--- config.mk ---
export PLATFORM = sky130hd
export DESIGN_NAME = alu_op_sequencer
export DESIGN_NICKNAME = d
export VERILOG_FILES = /design/src/rtl/alu_op_sequencer_pkg.sv /design/src/rtl/alu_op_sequencer_decode.sv /design/src/rtl/alu_op_sequencer.sv
export SDC_FILE = /design/constraint.sdc
export NUM_CORES = 1
export LEC_CHECK = 0
export ABC_AREA = 1
export BUFFER_PORTS_ARGS = -buffer_cell sky130_fd_sc_hd__buf_2
export CAP_MARGIN = 40
export CORE_MARGIN = 3
export CORE_UTILIZATION = 40
export CTS_CLUSTER_DIAMETER = 100
export DETAILED_ROUTE_END_ITERATION = 8
export GPL_ROUTABILITY_DRIVEN = 1
export HOLD_SLACK_MARGIN = 0.15
export PLACE_DENSITY = 0.78
export SLEW_MARGIN = 20
export SYNTH_ARGS = -nofsm -noshare
export SYNTH_HDL_FRONTEND = slang
export SYNTH_HIERARCHICAL = 1
export SYNTH_SLANG_ARGS = --single-unit
--- constraint.sdc ---
create_clock -name clk -period 2.33 [get_ports clk]
set_input_delay 0.466 -clock clk [delete_from_list [all_inputs] [get_ports clk]]
set_output_delay 0.466 -clock clk [all_outputs]
set_load 0.01 [all_outputs]
--- src/rtl/alu_op_sequencer_pkg.sv ---
// Shared definitions for the 16-bit execute-path sequencer:
// instruction field positions, opcode classes, ALU encodings, FSM states.
package alu_op_sequencer_pkg;

    localparam int OPC_HI = 15;
    localparam int OPC_LO = 12;
    localparam int RD_HI  = 11;
    localparam int RD_LO  = 8;
    localparam int RS_HI  = 7;
    localparam int RS_LO  = 4;
    localparam int RT_HI  = 3;
    localparam int RT_LO  = 0;

    // opcode[3:2] selects the instruction class
    localparam logic [1:0] OPC_CLASS_REG = 2'b00;
    localparam logic [1:0] OPC_CLASS_IMM = 2'b01;

    typedef enum logic [1:0] {
        ALU_ADD = 2'b00,
        ALU_SUB = 2'b01,
        ALU_AND = 2'b10,
        ALU_OR  = 2'b11
    } alu_op_e;

    typedef enum logic [2:0] {
        S_IDLE   = 3'd0,
        S_DECODE = 3'd1,
        S_READ   = 3'd2,
        S_EXEC   = 3'd3,
        S_WB     = 3'd4
    } seq_state_e;

    typedef struct packed {
        logic    legal;
        logic    src_sel;
        alu_op_e op;
    } dec_t;

endpackage

--- src/rtl/alu_op_sequencer_decode.sv ---
// Combinational opcode decode and immediate extension.
// The sequencer registers these results on instruction acceptance.
module alu_op_sequencer_decode
    import alu_op_sequencer_pkg::*;
#(
    parameter int WIDTH    = 16,
    parameter int IMM_W    = 4,
    parameter int SEXT_IMM = 1
)(
    input  logic [3:0]       opcode,
    input  logic [IMM_W-1:0] imm,
    output dec_t             dec,
    output logic [WIDTH-1:0] imm_ext
);

    // Class bits pick operand source; low bits pick the ALU function
    always_comb begin
        dec = '0;
        unique case (opcode[3:2])
            OPC_CLASS_REG: begin
                dec.legal   = 1'b1;
                dec.src_sel = 1'b0;
                dec.op      = alu_op_e'(opcode[1:0]);
            end
            OPC_CLASS_IMM: begin
                dec.legal   = 1'b1;
                dec.src_sel = 1'b1;
                dec.op      = alu_op_e'(opcode[1:0]);
            end
            default: begin
                dec.legal   = 1'b0;
            end
        endcase
    end

    generate
        if (SEXT_IMM != 0) begin : g_sext
            assign imm_ext = {{(WIDTH-IMM_W){imm[IMM_W-1]}}, imm};
        end else begin : g_zext
            assign imm_ext = {{(WIDTH-IMM_W){1'b0}}, imm};
        end
    endgenerate

endmodule

--- src/rtl/alu_op_sequencer.sv ---
// Multi-cycle execute controller: IDLE->DECODE->READ->EXEC->WB.
// Optional retired-instruction counter enabled by ALU_SEQ_PERF_EN.
module alu_op_sequencer
    import alu_op_sequencer_pkg::*;
#(
    parameter int WIDTH    = 16,
    parameter int IMM_W    = 4,
    parameter int SEXT_IMM = 1
)(
    input  logic             clk,
    input  logic             reset,
    input  logic             instr_valid,
    output logic             instr_ready,
    input  logic [WIDTH-1:0] instr,
    output logic [3:0]       rf_raddr_a,
    output logic [3:0]       rf_raddr_b,
    input  logic [WIDTH-1:0] rf_rdata_b,
    output logic             alu_src_sel,
    output logic [WIDTH-1:0] alu_imm,
    output logic [1:0]       alu_op,
    input  logic [WIDTH-1:0] alu_result,
    output logic             wb_valid,
    input  logic             wb_ready,
    output logic [3:0]       wb_addr,
    output logic [WIDTH-1:0] wb_data,
    output logic             err_illegal,
    output logic             busy
`ifdef ALU_SEQ_PERF_EN
    ,
    output logic [15:0]      perf_retired
`endif
);

    seq_state_e       state;
    dec_t             dec;
    logic [WIDTH-1:0] dec_imm;
    logic [3:0]       rd_q;
    logic             illegal_q;

    // Operand B reaches the ALU through the external mux, not here
    logic unused_rdata;
    assign unused_rdata = ^rf_rdata_b;

    alu_op_sequencer_decode #(
        .WIDTH    (WIDTH),
        .IMM_W    (IMM_W),
        .SEXT_IMM (SEXT_IMM)
    ) u_decode (
        .opcode  (instr[OPC_HI:OPC_LO]),
        .imm     (instr[IMM_W-1:0]),
        .dec     (dec),
        .imm_ext (dec_imm)
    );

    // Sequencer FSM; every output is a register updated here
    always_ff @(posedge clk or posedge reset) begin
        if (reset) begin
            state       <= S_IDLE;
            instr_ready <= 1'b1;
            busy        <= 1'b0;
            wb_valid    <= 1'b0;
            err_illegal <= 1'b0;
            alu_src_sel <= 1'b0;
            alu_op      <= ALU_ADD;
            alu_imm     <= '0;
            wb_data     <= '0;
            wb_addr     <= '0;
            rf_raddr_a  <= '0;
            rf_raddr_b  <= '0;
            rd_q        <= '0;
            illegal_q   <= 1'b0;
`ifdef ALU_SEQ_PERF_EN
            perf_retired <= '0;
`endif
        end else begin
            err_illegal <= 1'b0;
            unique case (state)
                S_IDLE: begin
                    if (instr_valid && instr_ready) begin
                        rd_q        <= instr[RD_HI:RD_LO];
                        rf_raddr_a  <= instr[RS_HI:RS_LO];
                        rf_raddr_b  <= instr[RT_HI:RT_LO];
                        illegal_q   <= !dec.legal;
                        instr_ready <= 1'b0;
                        busy        <= 1'b1;
                        state       <= S_DECODE;
                        if (dec.legal) begin
                            alu_op      <= dec.op;
                            alu_src_sel <= dec.src_sel;
                            alu_imm     <= dec_imm;
                        end else begin
                            err_illegal <= 1'b1;
                        end
                    end
                end
                S_DECODE: begin
                    if (illegal_q) begin
                        instr_ready <= 1'b1;
                        busy        <= 1'b0;
                        state       <= S_IDLE;
                    end else begin
                        state <= S_READ;
                    end
                end
                S_READ: begin
                    state <= S_EXEC;
                end
                S_EXEC: begin
                    wb_data  <= alu_result;
                    wb_addr  <= rd_q;
                    wb_valid <= 1'b1;
                    state    <= S_WB;
                end
                S_WB: begin
                    if (wb_ready) begin
                        wb_valid    <= 1'b0;
                        alu_src_sel <= 1'b0;
                        instr_ready <= 1'b1;
                        busy        <= 1'b0;
                        state       <= S_IDLE;
`ifdef ALU_SEQ_PERF_EN
                        perf_retired <= perf_retired + 16'd1;
`endif
                    end
                end
                default: begin
                    instr_ready <= 1'b1;
                    busy        <= 1'b0;
                    wb_valid    <= 1'b0;
                    state       <= S_IDLE;
                end
            endcase
        end
    end

endmodule
* Word level (Yosys, flattened, before mapping)
Index checks and enable logic that the tools add are counted.
** Word-level totals
- Input bits :: 52
- Output and inout bits :: 51
- Register bits :: 47
- Word-level logic and storage cells :: 60
** Cells by class
- Reductions and logical operators :: 14
- Bitwise operators :: 2
- Mux-type cells :: 21
- Equal/unequal tests :: 9
** Operators with widths (count)
- $pmux W3 S5 :: 1
- $mux W1 :: 12
- $ne A2 B2 Y1 const B :: 4
- $pmux W1 S4 :: 2
- $reduce_and A4 Y1 :: 2
- $eq A3 B2 Y1 const B :: 2
- $mux W3 :: 2
- $pmux W3 S2 :: 1
- $reduce_and A2 Y1 :: 3
- $reduce_or A2 Y1 :: 2
- $eq A3 B1 Y1 const B :: 1
- $eq A3 B3 Y1 const B :: 1
- $logic_not A3 Y1 :: 1
- $pmux W1 S3 :: 1
- $reduce_and A3 Y1 :: 1
- $reduce_or A3 Y1 :: 1
- $eq A2 B1 Y1 const B :: 1
- $logic_not A2 Y1 :: 1
- $mux W2 :: 1
- $not A1 Y1 :: 2
- $pmux W1 S2 :: 1
- $reduce_bool A2 Y1 :: 1
- $logic_and A1 B1 Y1 :: 1
- $logic_not A1 Y1 :: 1

* Longest topological paths before layout
Gate-level depths: netlist of run 1.
- Depth after elaboration :: 6
- Gate-level depth with buffers :: 8

* Modules after synthesis
The synthesis of run 1 kept the hierarchy.
** Modules (own cells, without submodules)
- alu_op_sequencer :: instances 1, cells each 258, area an instance 2336.0 um2
- alu_op_sequencer_decode :: instances 1, cells each 23, area an instance 146.4 um2

* Worst setup path after synthesis of run 1
Ideal clock, no wire load.
- Kind :: flip-flop to flip-flop
- Start point :: register instr_ready
- End point :: register illegal_q
- Setup slack :: 0.928 ns
- Library setup time :: 0.119 ns
- Period minus slack after synthesis :: 1.402 ns
- Arrival :: 1.283 ns
- Stages on the path, launching flop included :: 7
- Buffers on the path :: 2
- Path through :: dfstp_2 nand2_1 nor2_8 nand2_2 buf_6 buf_6 o21a_1
** Between the ends
- Cells in the longest elaborated chain, start to end :: 2
** RTL lines
- from (decl) :: line alu_op_sequencer.sv:13 : output logic instr_ready,
- from (signal assigned) :: line alu_op_sequencer.sv:59 : instr_ready <= 1'b1;
- from (signal assigned) :: line alu_op_sequencer.sv:84 : instr_ready <= 1'b0;
- from (signal assigned) :: line alu_op_sequencer.sv:98 : instr_ready <= 1'b1;
- $logic_and A1 B1 Y1 :: line alu_op_sequencer.sv:79 : if (instr_valid && instr_ready) begin
- $reduce_and A2 Y1 (no source line)
- to (signal assigned) :: line alu_op_sequencer.sv:83 : illegal_q <= !dec.legal;
- to (decl) :: line alu_op_sequencer.sv:38 : logic illegal_q;
Every way passes these cells.
A chain may end at the register's enable or synchronous reset.

* Final worst setup path of run 1
- Start point :: register state[2]
- End point :: register wb_data[11]
** Between the ends
- Cells in the longest elaborated chain, start to end :: 1
** RTL lines
- from (decl) :: line alu_op_sequencer.sv:34 : seq_state_e state;
- from (signal assigned) :: line alu_op_sequencer.sv:58 : state <= S_IDLE;
- from (signal assigned) :: line alu_op_sequencer.sv:86 : state <= S_DECODE;
- from (signal assigned) :: line alu_op_sequencer.sv:100 : state <= S_IDLE;
- $eq A3 B2 Y1 :: line alu_op_sequencer.sv:77 : unique case (state)
- to (signal assigned) :: line alu_op_sequencer.sv:109 : wb_data <= alu_result;
- to (decl) :: line alu_op_sequencer.sv:25 : output logic [WIDTH-1:0] wb_data,
Every way passes these cells.

==> results of run 1 <==
cell type report:
cell class | count | area share [%]
clock inverters | 5 | 3.21
flip-flops and latches | 59 | 47.4
multi-input cells | 166 | 22.8
repair buffers | 90 | 15.2
well taps | 75 | 3.01
inverters | 32 | 3.85
clock buffers | 11 | 4.53
power by group through the flow:
stage / logic (mW) / clock network [mW] / registers [mW]
4_1_cts: 1.51 / 1.15 / 1.75
2_1_floorplan: 0.721 / 0 / 1.95
5_1_grt: 1.70 / 1.20 / 1.81
3_3_place_gp: 1.46 / 0 / 1.74
6_report: 1.47 / 1.11 / 1.75
3_5_place_dp: 1.51 / 0 / 1.76
synthesized netlist by cell type, types with 3 or more instances:
cell type  count
nand2_1      117
dfrtp_1       58
inv_1         31
o21ai_0       25
buf_4         17
nor2_1         8
nand3_1        6
buf_2          3
path summary, 6_finish.rpt:
kind	cells after the start	to	slack [ps]	from
worst max-delay path	5	wb_data[11]	680	state[2]
worst min-delay path	2	wb_data[12]	190	reset
worst max register to register	5	wb_data[11]	680	state[2]
worst min register to register	2	alu_op[0]	470	alu_op[0]
max in group asynchronous	3	alu_imm[1]	1450	reset
min in group clk	3	rf_raddr_a[1]	350	instr[5]
stage by stage:
| stage | power, mW | std cells |
|---|---|---|
| after floorplan | 2.67 | 281 |
| after global placement | 3.20 | 422 |
| after detailed placement | 3.27 | 422 |
| after CTS | 4.41 | 438 |
| after global routing | 4.71 | 438 |
| final | 4.33 | 438 |
state kept, by name, indices dropped and copies added (netlist names):
| register | cells |
|---|---|
| alu_imm | 16 |
| busy | 1 |
| alu_src_sel | 1 |
| wb_valid | 1 |
| alu_op | 2 |
| wb_addr | 4 |
| instr_ready | 1 |
| illegal_q | 1 |
| state | 3 |
| rf_raddr_a | 4 |
| err_illegal | 1 |
| rd_q | 4 |
| rf_raddr_b | 4 |
| wb_data | 16 |
per-layer routing:
layer | track usage (%) | share of wire (%) | vias up
met1 | 20.0 | 46 | 914
li1 | - | - | 993
met2 | 24.3 | 46 | 72
met3 | 3.93 | 7.2 | 9
met4 | 6.47 | 1.2 | 0
met5 | 0 | 0 | -
cell families after synthesis:
logic type / Yosys count / synth area share [%]
compound gates: 30 / 6.55
flops: 59 / 59.5
buf+inv: 56 / 11.8
simple gates: 136 / 22.1
==> out/metrics.csv, run 1 <==
stage,metric,value,unit
status,status,completed,
setup_path,Critical Path RT,2520,ps
worst_hold_path,Tightest Hold Check Type,input port to asynchronous set/reset pin,
timing,Final Skew,9.12,ps
cells_and_area,final core utilization,52.4,%
clock_network,Sink Count,59,
setup_path,crit-path leading delay family,buffers and inverters,
power,Logic pwr share,34.0,%
timing,Hold Slack,193,ps
logic_synthesis,Ys Warns,6,
timing,Max Fclk,604,MHz
job,max_cap viols,0,
setup_path,CP Launch Type,flip-flop,
power,switching pwr,1.50,mW
timing,fin crit share,71.0,%
placed_design,PortBufs,86,
logic_synthesis,dominant synthesized flop cell,dfrtp_1,
logic_synthesis,Post-synth ARST share,100,%
drt,drt first pass iters,5,
timing,Worst-Margin Slew,589,ps
global_route,total track usage,15.3,%
clock_network,Post-CTS Setup Inserts,0,
timing,Final Setup Violations,0,
power,Peak VDD IR,0.000590,V
timing,crit path time final,1650,ps
logic_synthesis,Post-synth EDFFs,0,
power,Flop pwr share,40.3,%
logic_synthesis,leading area contributor after synthesis,dfrtp_1,
clock_network,later-pin clock latency in the skew report,320,ps
drt,vias per cell,4.54,
cells_and_area,fraction of layout cells with a size suffix above 1,30.9,%
global_route,aggregate global routing overflow,0,
timing,RSZ-0062 raised after global routing,no,
placed_design,dpl cell area,2880,µm²
clock_network,number of buffers created by CTS,9,
setup_path,CP endpoint kind,flip-flop,
logic_synthesis,Yosys reg bits,59,
cells_and_area,fin area,3120,µm²
setup_path,Crit path arrival time,1850,ps
drt,DRC violation count after routing,0,
setup_path,CP Cell Sequence,inv_1 -> nand3_1 -> buf_12 -> nand2_1 -> o21ai_0,
logic_synthesis,sequential element share of the synthesized area,59.5,%
clock_network,"Reg clk slew, reported paths",70,ps
setup_path,Buf/Inv on CP,2,
floorplanning,Core Area,5960,µm²
global_route,first-pass GRT wire length,8.77,mm
drt,wire per inst,11.5,µm
power,Pint,2.84,mW
cells_and_area,"commonest non-fill, non-tap cell in the layout",nand2_1,
logic_synthesis,post-synth top area share,58.5,%
clock_network,number of gates resized after cts,0,
cells_and_area,Multi-input gate area,712,µm²
floorplanning,Die W,84.8,µm
clock_network,CTS tree,built,
global_route,largest net degree at the start of global routing,29,
floorplanning,die height,84.8,µm
cells_and_area,register area,1480,µm²
clock_network,htree depth,3,
logic_synthesis,Syn Nets,333,
drt,Routed Antenna Nets,0,
setup_path,slowest cell on the critical path,dfrtp_1,
power,Leak,1.85,nW
clock_network,"Hold-fix buffers, CTS",0,
drt,routed via count,1988,
clock_network,Max clock buf depth,2,
drt,initial DRC count,72,
logic_synthesis,Synth area leaders,"dfrtp_1, nand2_1, buf_4, o21ai_0, inv_1",
global_route,antenna violations before repair,0,
setup_path,Slowest Stage Delay on Critical Path,450,ps
power,Net Sw Frac,34.5,%
floorplanning,I/O Pins,103,
logic_synthesis,Mapped Area,2480,µm²
floorplanning,Die Area,7190,µm²
logic_synthesis,Cell variety after synth,19,
placed_design,DP Worst Slack,681,ps
timing,setup ws final,675,ps
cells_and_area,fin nets,410,
floorplanning,FP Rows,28,
timing,Max Slew Vio Count,0,
cells_and_area,Area Overhead vs Synth,25.6,%
setup_path,kind of critical path,flip-flop to flip-flop,
global_route,vias in the first global route,1946,
timing,Hold Fails Final Rpt,0,
clock_network,clk root buf,clkbuf_8,
timing,Worst slew margin,60.6,%
placed_design,hpwl dp,3.63,mm
power,Clock power frac,25.7,%
drt,final WL,5.05,mm
power,pwr dens,1390,nW/µm²
cells_and_area,most frequent cells in the layout,"nand2_1, buf_2, dfrtp_1, inv_1, o21ai_0",
floorplanning,Initial Util,41.7,%
logic_synthesis,Post-Synthesis Cells,281,
timing,Post-Route Setup TNS,0,ps
cells_and_area,diode count,0,
placed_design,RD Place Congestion,0.753,
cells_and_area,# fillers,577,
setup_path,CP Max Fanout,27,
logic_synthesis,post-synthesis average cell area,8.83,µm²
Note: power is estimated with default switching activity, not from simulation.
==> run 2, diff against run 1 <==
--- a/config.mk
+++ b/config.mk
@@ -14,7 +14,7 @@
 export DETAILED_ROUTE_END_ITERATION = 8
 export GPL_ROUTABILITY_DRIVEN = 1
 export HOLD_SLACK_MARGIN = 0.15
-export PLACE_DENSITY = 0.78
+export PLACE_DENSITY = 0.8
 export SLEW_MARGIN = 20
 export SYNTH_ARGS = -nofsm -noshare
 export SYNTH_HDL_FRONTEND = slang
==> constraint.sdc (replaced) <==
create_clock -name clk -period 1.5 [get_ports clk]
set_input_delay 0.3 -clock clk [delete_from_list [all_inputs] [get_ports clk]]
set_output_delay 0.3 -clock clk [all_outputs]
set_load 0.01 [all_outputs]
==> out/metrics.csv, run 2 (synthesized netlist as in run 1, its figures left out) <==
stage,metric,value,unit,change
timing,Hold Fails Final Rpt,0,,unchanged
worst_hold_path,Tightest Hold Check Type,input port to flip-flop,,
global_route,largest net degree at the start of global routing,42,,+45%
setup_path,kind of critical path,flip-flop to flip-flop,,
timing,Hold Slack,170,ps,-23.5 ps
drt,vias per cell,4.45,,-2.0%
floorplanning,Die Area,7190,µm²,unchanged
clock_network,number of buffers created by CTS,9,,unchanged
global_route,aggregate global routing overflow,0,,unchanged
placed_design,Post-Place Cells,426,,+0.95%
cells_and_area,biggest registers after layout,"alu_imm: 16 flops, wb_data: 16 flops",,
cells_and_area,diode count,0,,unchanged
global_route,antenna violations before repair,0,,unchanged
placed_design,hpwl dp,3.68,mm,+1.6%
power,Peak VDD IR,0.000948,V,+61%
floorplanning,I/O Pins,103,,unchanged
placed_design,DP Worst Slack,41.5,ps,-640 ps
timing,fin crit share,91.6,%,+21 points
floorplanning,Initial Util,41.7,%,unchanged
timing,Worst-Margin Slew,393,ps,-196 ps
timing,Post-Route Setup TNS,0,ps,unchanged
timing,Worst slew margin,73.7,%,+13 points
setup_path,R2R setup slack,130,ps,-550 ps
timing,Max Fclk,728,MHz,+20%
timing,Final Setup Violations,0,,unchanged
setup_path,FF-to-FF End,alu_imm[6],,
setup_path,CP Max Fanout,15,,-44%
cells_and_area,Post-Layout Cell Count,443,,+1.1%
cells_and_area,"commonest non-fill, non-tap cell in the layout",nand2_1,,
clock_network,CTS tree,built,,
clock_network,htree depth,3,,unchanged
floorplanning,Die W,84.8,µm,unchanged
worst_hold_path,hold wc startpoint,instr[4],,
cells_and_area,Area Overhead vs Synth,27.0,%,
clock_network,clk root buf,clkbuf_8,,
drt,final WL,5.07,mm,+0.55%
timing,Final Skew,7.18,ps,-1.94 ps
setup_path,Critical Path End,alu_imm[6],,
setup_path,critical path startpoint,instr_ready,,
global_route,vias in the first global route,1866,,-4.1%
status,status,completed,,
drt,drt first pass iters,4,,-1
global_route,first-pass GRT wire length,8.69,mm,-0.94%
power,pwr dens,2040,nW/µm²,+47%
timing,Max Slew Vio Count,0,,unchanged
setup_path,worst r2r src,instr_ready,,
power,Leak,1.86,nW,+0.52%
global_route,total track usage,15.5,%,+0.15 points
floorplanning,Core Area,5960,µm²,unchanged
floorplanning,die height,84.8,µm,unchanged
placed_design,RD Place Congestion,0.857,,+14%
setup_path,CP endpoint kind,flip-flop,,
drt,initial DRC count,85,,+18%
clock_network,Post-CTS Setup Inserts,0,,unchanged
floorplanning,FP Rows,28,,unchanged
timing,RSZ-0062 raised after global routing,no,,
timing,crit path time final,1370,ps,-281 ps
job,max_cap viols,0,,unchanged
drt,wire per inst,11.5,µm,-0.58%
drt,routed via count,1970,,-0.91%
clock_network,Sink Count,59,,unchanged
drt,DRC violation count after routing,0,,unchanged
clock_network,later-pin clock latency in the skew report,330,ps,about the same
cells_and_area,fin nets,415,,+1.2%
drt,Routed Antenna Nets,0,,unchanged
clock_network,Max clock buf depth,2,,unchanged
cells_and_area,most frequent cells in the layout,"nand2_1, buf_2, dfrtp_1, inv_1, o21ai_0",,
placed_design,PortBufs,86,,unchanged
setup_path,Crit path arrival time,1590,ps,-260 ps
setup_path,CP Launch Type,flip-flop,,
clock_network,"Reg clk slew, reported paths",60,ps,about the same
setup_path,reg2reg path depth,6,,+1
setup_path,Critical Path RT,1720,ps,-800 ps
cells_and_area,fraction of layout cells with a size suffix above 1,31.3,%,+0.40 points
timing,setup ws final,126,ps,-549 ps
## run 2: what timing repair did
| action | 4_1_cts | 5_1_grt |
|---|---|---|
| hold buffers | 1 | 0 |
| resized for setup | 0 | 2 |
| setup endpoints to repair | 0 | 18 |
| hold endpoints to repair | 13 | 0 |
## run 2: metal layers
layer / vias to the layer above / track usage (%) / part of all wire, %
met2: 62 / 23.1 / 47
met3: 9 / 5.59 / 7.6
met1: 898 / 19.9 / 44
li1: 1001 / - / -
met4: 0 / 7.63 / 1.7
met5: - / 0 / 0
## run 2: power by group
group / leakage, nW / internal (mW) / switching [mW]
Combinational: 1.02 / 0.981 / 1.39
Clock: 0.0997 / 0.779 / 0.570
Sequential: 0.736 / 2.34 / 0.373
## run 2: cell type report
| class | count | area [µm²] |
|---|---|---|
| clock buffers | 15 | 186 |
| clock inverters | 1 | 5.00 |
| fillers | 569 | 2800 |
| inverters | 32 | 126 |
| multi-input cells | 166 | 712 |
| flip-flops and latches | 59 | 1480 |
| well taps | 75 | 93.8 |
| repair buffers | 95 | 551 |
## run 2: worst min-delay path by stage
stage	to	slack, ps	cells after the start
2_1_floorplan	alu_imm[0]	400	1
3_3_place_gp	busy	310	2
3_5_place_dp	busy	330	2
4_1_cts	rf_raddr_a[0]	150	3
5_1_grt	rf_raddr_a[3]	170	3
6_report	rf_raddr_a[0]	170	3
## run 2: per-stage QoR
stage          power [mW]  instance area [µm²]  utilization [%]
5_1_grt              6.99                 3150             52.9
3_3_place_gp         5.03                 2950             49.5
2_1_floorplan        4.14                 2490                -
3_5_place_dp         5.15                 2950             49.5
4_1_cts              6.53                 3150             52.9
6_report             6.42                 3150             52.9
## run 2: critical path, stage by stage (launching register included)
cell and delay, ps:
dfstp_2 550, nand2_1 140, nor2_8 150, nand2_2 130, buf_12 180, nand2_1 60
nand2_1 50
